[src/rtl/cic_pkg.sv]
// -----------------------------------------------------------------------------
// cic_pkg
// Shared definitions for the CIC decimator controller: the sequencer state
// encoding, the minimum legal decimation ratio, the length of the datapath
// clear phase and the default parameter values used by the controller.
// -----------------------------------------------------------------------------
package cic_pkg;

    typedef enum logic [1:0] {
        ST_IDLE  = 2'd0,
        ST_CLEAR = 2'd1,
        ST_WARM  = 2'd2,
        ST_RUN   = 2'd3
    } state_t;

    localparam int R_MIN         = 2;   // smallest decimation ratio accepted
    localparam int CLEAR_CYCLES  = 2;   // cycles dp_clr is held on a restart

    localparam int DEF_D         = 3;   // comb differential order
    localparam int DEF_R_WIDTH   = 8;   // width of the decimation ratio
    localparam int DEF_CNT_WIDTH = 16;  // width of the output-sample counter

endpackage

[src/rtl/cic_phase_cnt.sv]
// -----------------------------------------------------------------------------
// cic_phase_cnt
// Modulo-R phase counter. Counts enabled input strobes 0..r-1 and raises
// 'term' combinationally on the strobe that finds the phase at r-1; that
// strobe wraps the phase back to 0.
//
// Ports
//   clk   in   system clock
//   rst   in   asynchronous active-high reset
//   clr   in   synchronous clear of the phase (dominates en)
//   en    in   accepted input strobe
//   r     in   [R_WIDTH] modulus (expected >= 2)
//   term  out  terminal strobe, same cycle as the wrapping en
// -----------------------------------------------------------------------------
module cic_phase_cnt
    import cic_pkg::*;
#(
    parameter int R_WIDTH = DEF_R_WIDTH
) (
    input  logic               clk,
    input  logic               rst,
    input  logic               clr,
    input  logic               en,
    input  logic [R_WIDTH-1:0] r,
    output logic               term
);

    logic [R_WIDTH-1:0] phase_q;
    logic [R_WIDTH-1:0] phase_d;

    // NOTE: every signal written here is given a default before any branch,
    // so no path leaves it unassigned and no latch is inferred.
    always_comb begin
        phase_d = phase_q;
        term    = en && !clr && (phase_q == r - R_WIDTH'(1));
        if (clr || term) begin
            phase_d = '0;
        end else if (en) begin
            phase_d = phase_q + R_WIDTH'(1);
        end
    end

    // NOTE: state registers use non-blocking assignments so every flop samples
    // the pre-edge value of its _d input regardless of process ordering.
    always_ff @(posedge clk or posedge rst) begin
        if (rst) begin
            phase_q <= '0;
        end else begin
            phase_q <= phase_d;
        end
    end

endmodule

[src/rtl/cic_decim_ctrl.sv]
// -----------------------------------------------------------------------------
// cic_decim_ctrl
// Sequencer for a CIC decimator. After a configuration load it clears the
// datapath, lets the integrators run on every input strobe, issues one comb
// strobe per R inputs and marks comb outputs valid once the D-deep comb
// delay line has been filled with fresh samples.
//
// Ports
//   clk       in   system clock
//   rst       in   asynchronous active-high reset
//   ND        in   input-sample strobe
//   cfg_r     in   [R_WIDTH] requested decimation ratio
//   cfg_load  in   apply cfg_r and restart (rejected when cfg_r < 2)
//   stop      in   return to idle; wins over cfg_load
//   int_en    out  integrator enable (ND gated by state, combinational)
//   dp_clr    out  synchronous datapath clear, high throughout CLEAR
//   comb_nd   out  comb-stage strobe, one cycle after each terminal ND
//   out_vld   out  comb output valid
//   busy      out  high whenever not IDLE
//   cfg_err   out  one-cycle pulse after a rejected cfg_load
//   out_cnt   out  [CNT_WIDTH] valid outputs since the last restart
// -----------------------------------------------------------------------------
module cic_decim_ctrl
    import cic_pkg::*;
#(
    parameter int D         = DEF_D,
    parameter int R_WIDTH   = DEF_R_WIDTH,
    parameter int CNT_WIDTH = DEF_CNT_WIDTH
) (
    input  logic                 clk,
    input  logic                 rst,
    input  logic                 ND,
    input  logic [R_WIDTH-1:0]   cfg_r,
    input  logic                 cfg_load,
    input  logic                 stop,
    output logic                 int_en,
    output logic                 dp_clr,
    output logic                 comb_nd,
    output logic                 out_vld,
    output logic                 busy,
    output logic                 cfg_err,
    output logic [CNT_WIDTH-1:0] out_cnt
);

    localparam int                WARM_W   = $clog2(D + 1);
    localparam logic [WARM_W-1:0] WARM_MAX = WARM_W'(D);
    localparam int                CLR_W    = $clog2(CLEAR_CYCLES + 1);

    state_t               state_q,     state_d;
    logic [R_WIDTH-1:0]   r_q,         r_d;
    logic [CLR_W-1:0]     clr_cnt_q,   clr_cnt_d;
    logic [WARM_W-1:0]    warm_cnt_q,  warm_cnt_d;
    logic [CNT_WIDTH-1:0] out_cnt_q,   out_cnt_d;
    logic                 comb_nd_q,   comb_nd_d;
    logic                 out_vld_q,   out_vld_d;
    logic                 cfg_err_q,   cfg_err_d;

    logic active;
    logic cfg_ok;
    logic load_acc;
    logic load_rej;
    logic term;

    assign active   = (state_q == ST_WARM) || (state_q == ST_RUN);
    assign cfg_ok   = (cfg_r >= R_WIDTH'(R_MIN));
    // stop takes priority: a cfg_load in the same cycle is neither applied
    // nor reported as an error.
    assign load_acc = cfg_load && !stop && cfg_ok;
    assign load_rej = cfg_load && !stop && !cfg_ok;

    assign int_en  = ND && active;
    assign dp_clr  = (state_q == ST_CLEAR);
    assign busy    = (state_q != ST_IDLE);
    assign comb_nd = comb_nd_q;
    assign out_vld = out_vld_q;
    assign cfg_err = cfg_err_q;
    assign out_cnt = out_cnt_q;

    // Phase is held at zero outside WARM/RUN, so every restart begins a
    // fresh decimation period.
    cic_phase_cnt #(
        .R_WIDTH (R_WIDTH)
    ) u_phase (
        .clk  (clk),
        .rst  (rst),
        .clr  (!active),
        .en   (int_en),
        .r    (r_q),
        .term (term)
    );

    always_comb begin
        state_d    = state_q;
        r_d        = r_q;
        clr_cnt_d  = clr_cnt_q;
        warm_cnt_d = warm_cnt_q;
        out_cnt_d  = out_cnt_q;
        comb_nd_d  = term;
        // Only comb strobes that find the delay line full yield valid data.
        out_vld_d  = comb_nd_q && (warm_cnt_q == WARM_MAX);
        cfg_err_d  = load_rej;

        if (comb_nd_q && (warm_cnt_q != WARM_MAX)) begin
            warm_cnt_d = warm_cnt_q + WARM_W'(1);
        end
        if (out_vld_q) begin
            out_cnt_d = out_cnt_q + CNT_WIDTH'(1);
        end

        unique case (state_q)
            ST_IDLE: begin
            end
            ST_CLEAR: begin
                clr_cnt_d  = clr_cnt_q + CLR_W'(1);
                warm_cnt_d = '0;
                out_cnt_d  = '0;
                if (clr_cnt_q == CLR_W'(CLEAR_CYCLES - 1)) begin
                    state_d = ST_WARM;
                end
            end
            ST_WARM: begin
                if (warm_cnt_q == WARM_MAX) begin
                    state_d = ST_RUN;
                end
            end
            ST_RUN: begin
            end
            default: begin
                state_d = ST_IDLE;
            end
        endcase

        // Any accepted command drops strobes that would otherwise fire next
        // cycle, so nothing from the old run leaks into the new one.
        if (stop) begin
            state_d   = ST_IDLE;
            comb_nd_d = 1'b0;
            out_vld_d = 1'b0;
        end else if (load_acc) begin
            state_d   = ST_CLEAR;
            r_d       = cfg_r;
            clr_cnt_d = '0;
            comb_nd_d = 1'b0;
            out_vld_d = 1'b0;
        end
    end

    // NOTE: the async reset covers every flop, including r_q, so the block
    // powers up idle with a legal ratio and no stray strobes.
    always_ff @(posedge clk or posedge rst) begin
        if (rst) begin
            state_q    <= ST_IDLE;
            r_q        <= R_WIDTH'(R_MIN);
            clr_cnt_q  <= '0;
            warm_cnt_q <= '0;
            out_cnt_q  <= '0;
            comb_nd_q  <= 1'b0;
            out_vld_q  <= 1'b0;
            cfg_err_q  <= 1'b0;
        end else begin
            state_q    <= state_d;
            r_q        <= r_d;
            clr_cnt_q  <= clr_cnt_d;
            warm_cnt_q <= warm_cnt_d;
            out_cnt_q  <= out_cnt_d;
            comb_nd_q  <= comb_nd_d;
            out_vld_q  <= out_vld_d;
            cfg_err_q  <= cfg_err_d;
        end
    end

endmodule

[config.mk]
export PLATFORM = sky130hd
export DESIGN_NAME = cic_decim_ctrl
export DESIGN_NICKNAME = d
export VERILOG_FILES = /design/src/rtl/cic_pkg.sv /design/src/rtl/cic_phase_cnt.sv /design/src/rtl/cic_decim_ctrl.sv
export SDC_FILE = /design/constraint.sdc
export NUM_CORES = 1
export LEC_CHECK = 0
export CORE_MARGIN = 5
export CORE_UTILIZATION = 53
export DETAILED_ROUTE_END_ITERATION = 6
export PLACE_DENSITY = 0.79
export SLEW_MARGIN = 40
export SYNTH_ARGS = -nofsm -noshare
export SYNTH_HDL_FRONTEND = slang
export SYNTH_SLANG_ARGS = --single-unit
[constraint.sdc]
create_clock -name clk -period 3.3 [get_ports clk]
set_clock_uncertainty 0.15 [all_clocks]
set_input_delay 0.99 -clock clk [delete_from_list [all_inputs] [get_ports clk]]
set_output_delay 0.99 -clock clk [all_outputs]
set_load 0.03 [all_outputs]
# After elaboration in Yosys (flattened, before gate mapping)
# Cells that the tools add are included.
totals:
  regBits: 41
  input_bits: 13
  out_inout_bits: 22
classes:
  n_addsub: 5
  order_cmp: 1
  n_eq_ne: 9
  mux: 18
  bitwise_logic: 1
  n_reduce_logical: 20
op_table:
  columns: ["op", "n"]
  rows:
  - ["16-bit two-way mux", 2]
  - ["2-bit two-way mux", 9]
  - ["16-bit by 1-bit adder with 16-bit output (second input constant)", 1]
  - ["8-bit two-way mux", 2]
  - ["8-bit by 1-bit adder with 8-bit output (second input constant)", 1]
  - ["8-bit equality test", 1]
  - ["8-bit by 2-bit >= comparator with 1-bit output (second input constant)", 1]
  - ["1-bit logical AND", 8]
  - ["4-bit by 3-bit inequality test with 1-bit output (second input constant)", 2]
  - ["2-bit nonzero test", 4]
  - ["8-bit by 1-bit subtractor with 8-bit output (second input constant)", 1]
  - ["2-bit equality test (second input constant)", 3]
  - ["2-bit by 1-bit adder with 2-bit output (second input constant)", 2]
  - ["2-bit by 1-bit equality test with 1-bit output (second input constant)", 2]
  - ["1-bit two-way mux", 4]
  - ["2-bit one-hot mux with 2 select lines", 1]
  - ["4-bit nonzero test", 1]
  - ["1-bit zero test", 3]
  - ["3-bit AND reduction", 1]
  - ["1-bit logical OR", 2]
  - ["2-bit inequality test (second input constant)", 1]
  - ["2-bit AND reduction", 1]
  - ["1-bit NOT", 1]

# Depth between registers and ports, before layout
depth:
  ltp_word: 7
  ltp_mapped: 8
  depth_no_buf: 7

# Cells and area by module
# From an unflattened synthesis, not the netlist that was laid out.
unflattened:
  hier_cells: 215
  area_unflattened_um2: 2279.7
by_module_without_submodules:
  columns: ["mod", "instances", "cells_per_inst", "area_per_inst_um2", "seq_area_each_um2"]
  rows:
  - ["cic_decim_ctrl", 1, 145, 1610.3, 827.0]
  - ["cic_phase_cnt", 1, 70, 669.4, 200.2]

# Worst setup path before layout
# Ideal clock, no wire load.
synth_timing:
  kind: "input to output"
  startpoint: "input port ND"
  endpoint: "output port int_en"
  t_arrival_ps: 1535
  setup_slack_ps: 625
  cell_stages: 2
  n_path_buf: 1
  path_cell_list: "clkbuf_1 and2_1"
synth_between:
  elab_chain_len: 1
synth_lines:
  columns: ["item", "line_no", "text"]
  rows:
  - ["start: declaration", "cic_decim_ctrl.sv:32", "input logic ND,"]
  - ["1-bit logical AND", "cic_decim_ctrl.sv:71", "assign int_en = ND && active;"]
  - ["end: declaration", "cic_decim_ctrl.sv:36", "output logic int_en,"]
# Every way passes these cells.

# Worst setup path after layout
# Ends and elaborated chain as after synthesis.

==> results.cfg <==
[status]
status = finished clean

[floorplan]
core_area_um2 = 3970
io_pins = 35
die-area_um2 = 5460
start_util_pct = 54.5
die_w_um = 73.9
die_h_um = 73.9
rows = 23

[synth]
synthFlopType = dfrtp_1
async_flop_share_pct = 100
synth_seq_cells = 41
syn_nets = 239
syn_inst = 217
synthesis.area_um2 = 2160
syn_area_per_cell_um2 = 9.98
yosysWarnings = 0
synth_cell_types = 38
seq_area_frac_synth_pct = 47.5
synth_edf_count = 0

[sta]
min_period_ns = 2.86
finalCritPeriodShare_pct = 86.8
finalHoldViolCount = 0
max_freq_mhz = 349
tns_ns = 0
finalSetupViolations = 0
slew_violations = 0
tightest_slew_ns = 0.629
rsz0062_at_grt = no
relSlewSlack_pct = 57.5

[route]
antenna_left = 0
drc = 0
firstDrtPassIters = 4
drt_first_iter_violations = 73
wl_per_cell_um = 14.0
vias = 1662
avgViaCountPerCell = 5.45
routed_wl_um = 4280

[power]
p_leak_uw = 0.00118
ir_worst_vdd_mv = 0.313
pwr_density_cell_nw_per_um2 = 463

[clock_network]
post_cts_resized = 0
clock-sinks = 41
cts_tree = built
cts_hold_buf = 0
htree_levels = 2
postCtsSetupBuffers = 0
cts_root_buf = clkbuf_8
cts.clk_slew.worst_paths_ns = 0.07
numCtsBuffers = 5
cts_buffer_depth = 2
clk_latency_ns = 0.29

[cells_and_area]
final_nets = 276
area_growth_syn_to_layout_pct = 23.5
fin_cells = 305
num-fill-cells = 331
drive_gt1_share_pct = 7.84
diodes = 0

[setup_path]
required_ns = 2.16
worstPathMaxFanout = 2
arrival_ns = 1.72
cp-end-kind = primary output
crit_path_start_kind = primary input
critical_path_class = in -> out

[placed_design]
dp.cells = 297
place.gp.congestion = 0.841
hpwl_um = 3070
io_buffers = 34

[grt]
antenna_found_initial = 0
grt.overflow.total = 0
track_usage_pct = 16.8
grt_pass1_vias = 1500
grt_pass1_wl_um = 7030
grt_max_degree = 42

[job]
maxCapViolations = 0

[hold_path]
hold_path_class = reg -> reg
path summary, 6_finish.rpt:
kind,start,endpoint,slack [ns],depth (start not counted)
setup / recovery,ND,int_en,0.44,3
hold / removal,warm_cnt_q[1],warm_cnt_q[1],0.38,2
setup reg to reg,r_q[2],comb_nd,0.82,5
hold reg to reg,warm_cnt_q[1],warm_cnt_q[1],0.38,2
max in group asynchronous,rst,r_q[1],1.65,3
min in group asynchronous,rst,r_q[5],0.98,3
area by class of cell:
class	instances	area [um^2]	area share [%]
tap	50	62.6	2.34
clock buffer	7	86.3	3.23
sequential	41	1030	38.4
multi-input combinational	155	1050	39.3
inverter	13	48.8	1.82
clock inverter	1	30.0	1.12
timing repair buffer	38	368	13.8
routing by layer:
metal / up-vias / track usage, % / wire length, um
met3: 6 / 3.15 / 191
met5: - / 0 / 0
met1: 800 / 23.8 / 2080
met4: 0 / 6.04 / 63
li1: 817 / - / -
met2: 39 / 25.8 / 1940
cells in the mapped netlist (2+ instances only):
cell | instances | area (um^2)
a211oi_1 | 2 | 15.0
nor2_1 | 26 | 97.6
nand3_1 | 7 | 35.0
clkbuf_1 | 7 | 26.3
mux2i_1 | 4 | 40.0
xor2_1 | 17 | 149
inv_1 | 13 | 48.8
ha_1 | 9 | 113
xnor2_1 | 16 | 140
dfrtp_1 | 40 | 1000
nand2_1 | 13 | 48.8
nand4_1 | 9 | 56.3
o21ai_0 | 6 | 30.0
nor3b_1 | 2 | 15.0
mux2_2 | 4 | 45.0
and3_1 | 4 | 25.0
and2_1 | 2 | 12.5
or3_1 | 2 | 12.5
a21oi_1 | 3 | 15.0
nor3_1 | 10 | 50.1
nor4_1 | 4 | 25.0
cell families (layout without fill, tap and decap cells):
group                    count (synthesis)  in the layout  synth area share [%]
AO/OA/AOI/OAI                           17             17                  5.14
XOR/XNOR                                33             33                  13.4
adder cells (fa/ha/maj)                  9              9                  5.20
buffers and inverters                   21             59                  3.99
flip-flops                              41             41                  47.5
multiplexers                             8              8                  3.93
AND/OR/NAND/NOR                         88             88                  20.9
through the flow:
step | utilization [%] | hold WS [ns] | total power, uW | worst slack [ns] | area, um^2
6_report | 67.3 | 0.380 | 1240 | 0.435 | 2670
4_1_cts | 67.3 | 0.389 | 1250 | 0.428 | 2670
5_1_grt | 67.3 | 0.420 | 1310 | 0.370 | 2670
2_1_floorplan | - | 0.340 | 755 | 0.625 | 2160
3_3_place_gp | 64.4 | 0.359 | 831 | 0.433 | 2560
3_5_place_dp | 64.4 | 0.372 | 837 | 0.432 | 2560
registers in the layout, summed over array words and instances, names as in the netlist:
register	flops
comb_nd	1
r_q	8
out_cnt	16
out_vld	1
state_q	2
u_phase.phase_q	8
cfg_err	1
warm_cnt_q	2
clr_cnt_q	2
cells in the final DEF (no fill, tap or decap), drive strengths merged, types with 2 or more instances in the layout:
master and instances:
xnor2 16, clkdlybuf4s50 33, nor3b 2, nor3 10
xor2 17, nor2 26, nor4 4, nand3 7
inv 13, a21oi 3, nand2 13, mux2 4
buf 5, a211oi 2, dfrtp 40, o21ai 6
mux2i 4, and3 4, and2 2, nand4 9
or3 2, ha 9, clkbuf 7
worst max-delay path, cell delays in order:
cell	delay [ns]
clkdlybuf4s50_1	0.46
and2_1	0.12
buf_4	0.15
power breakdown:
part	internal, uW	switching, uW	leakage, uW
logic	112	147	0.000568
registers	536	33.7	0.000550
clock network	246	162	0.0000585
Power figures use the tool's default switching activity.
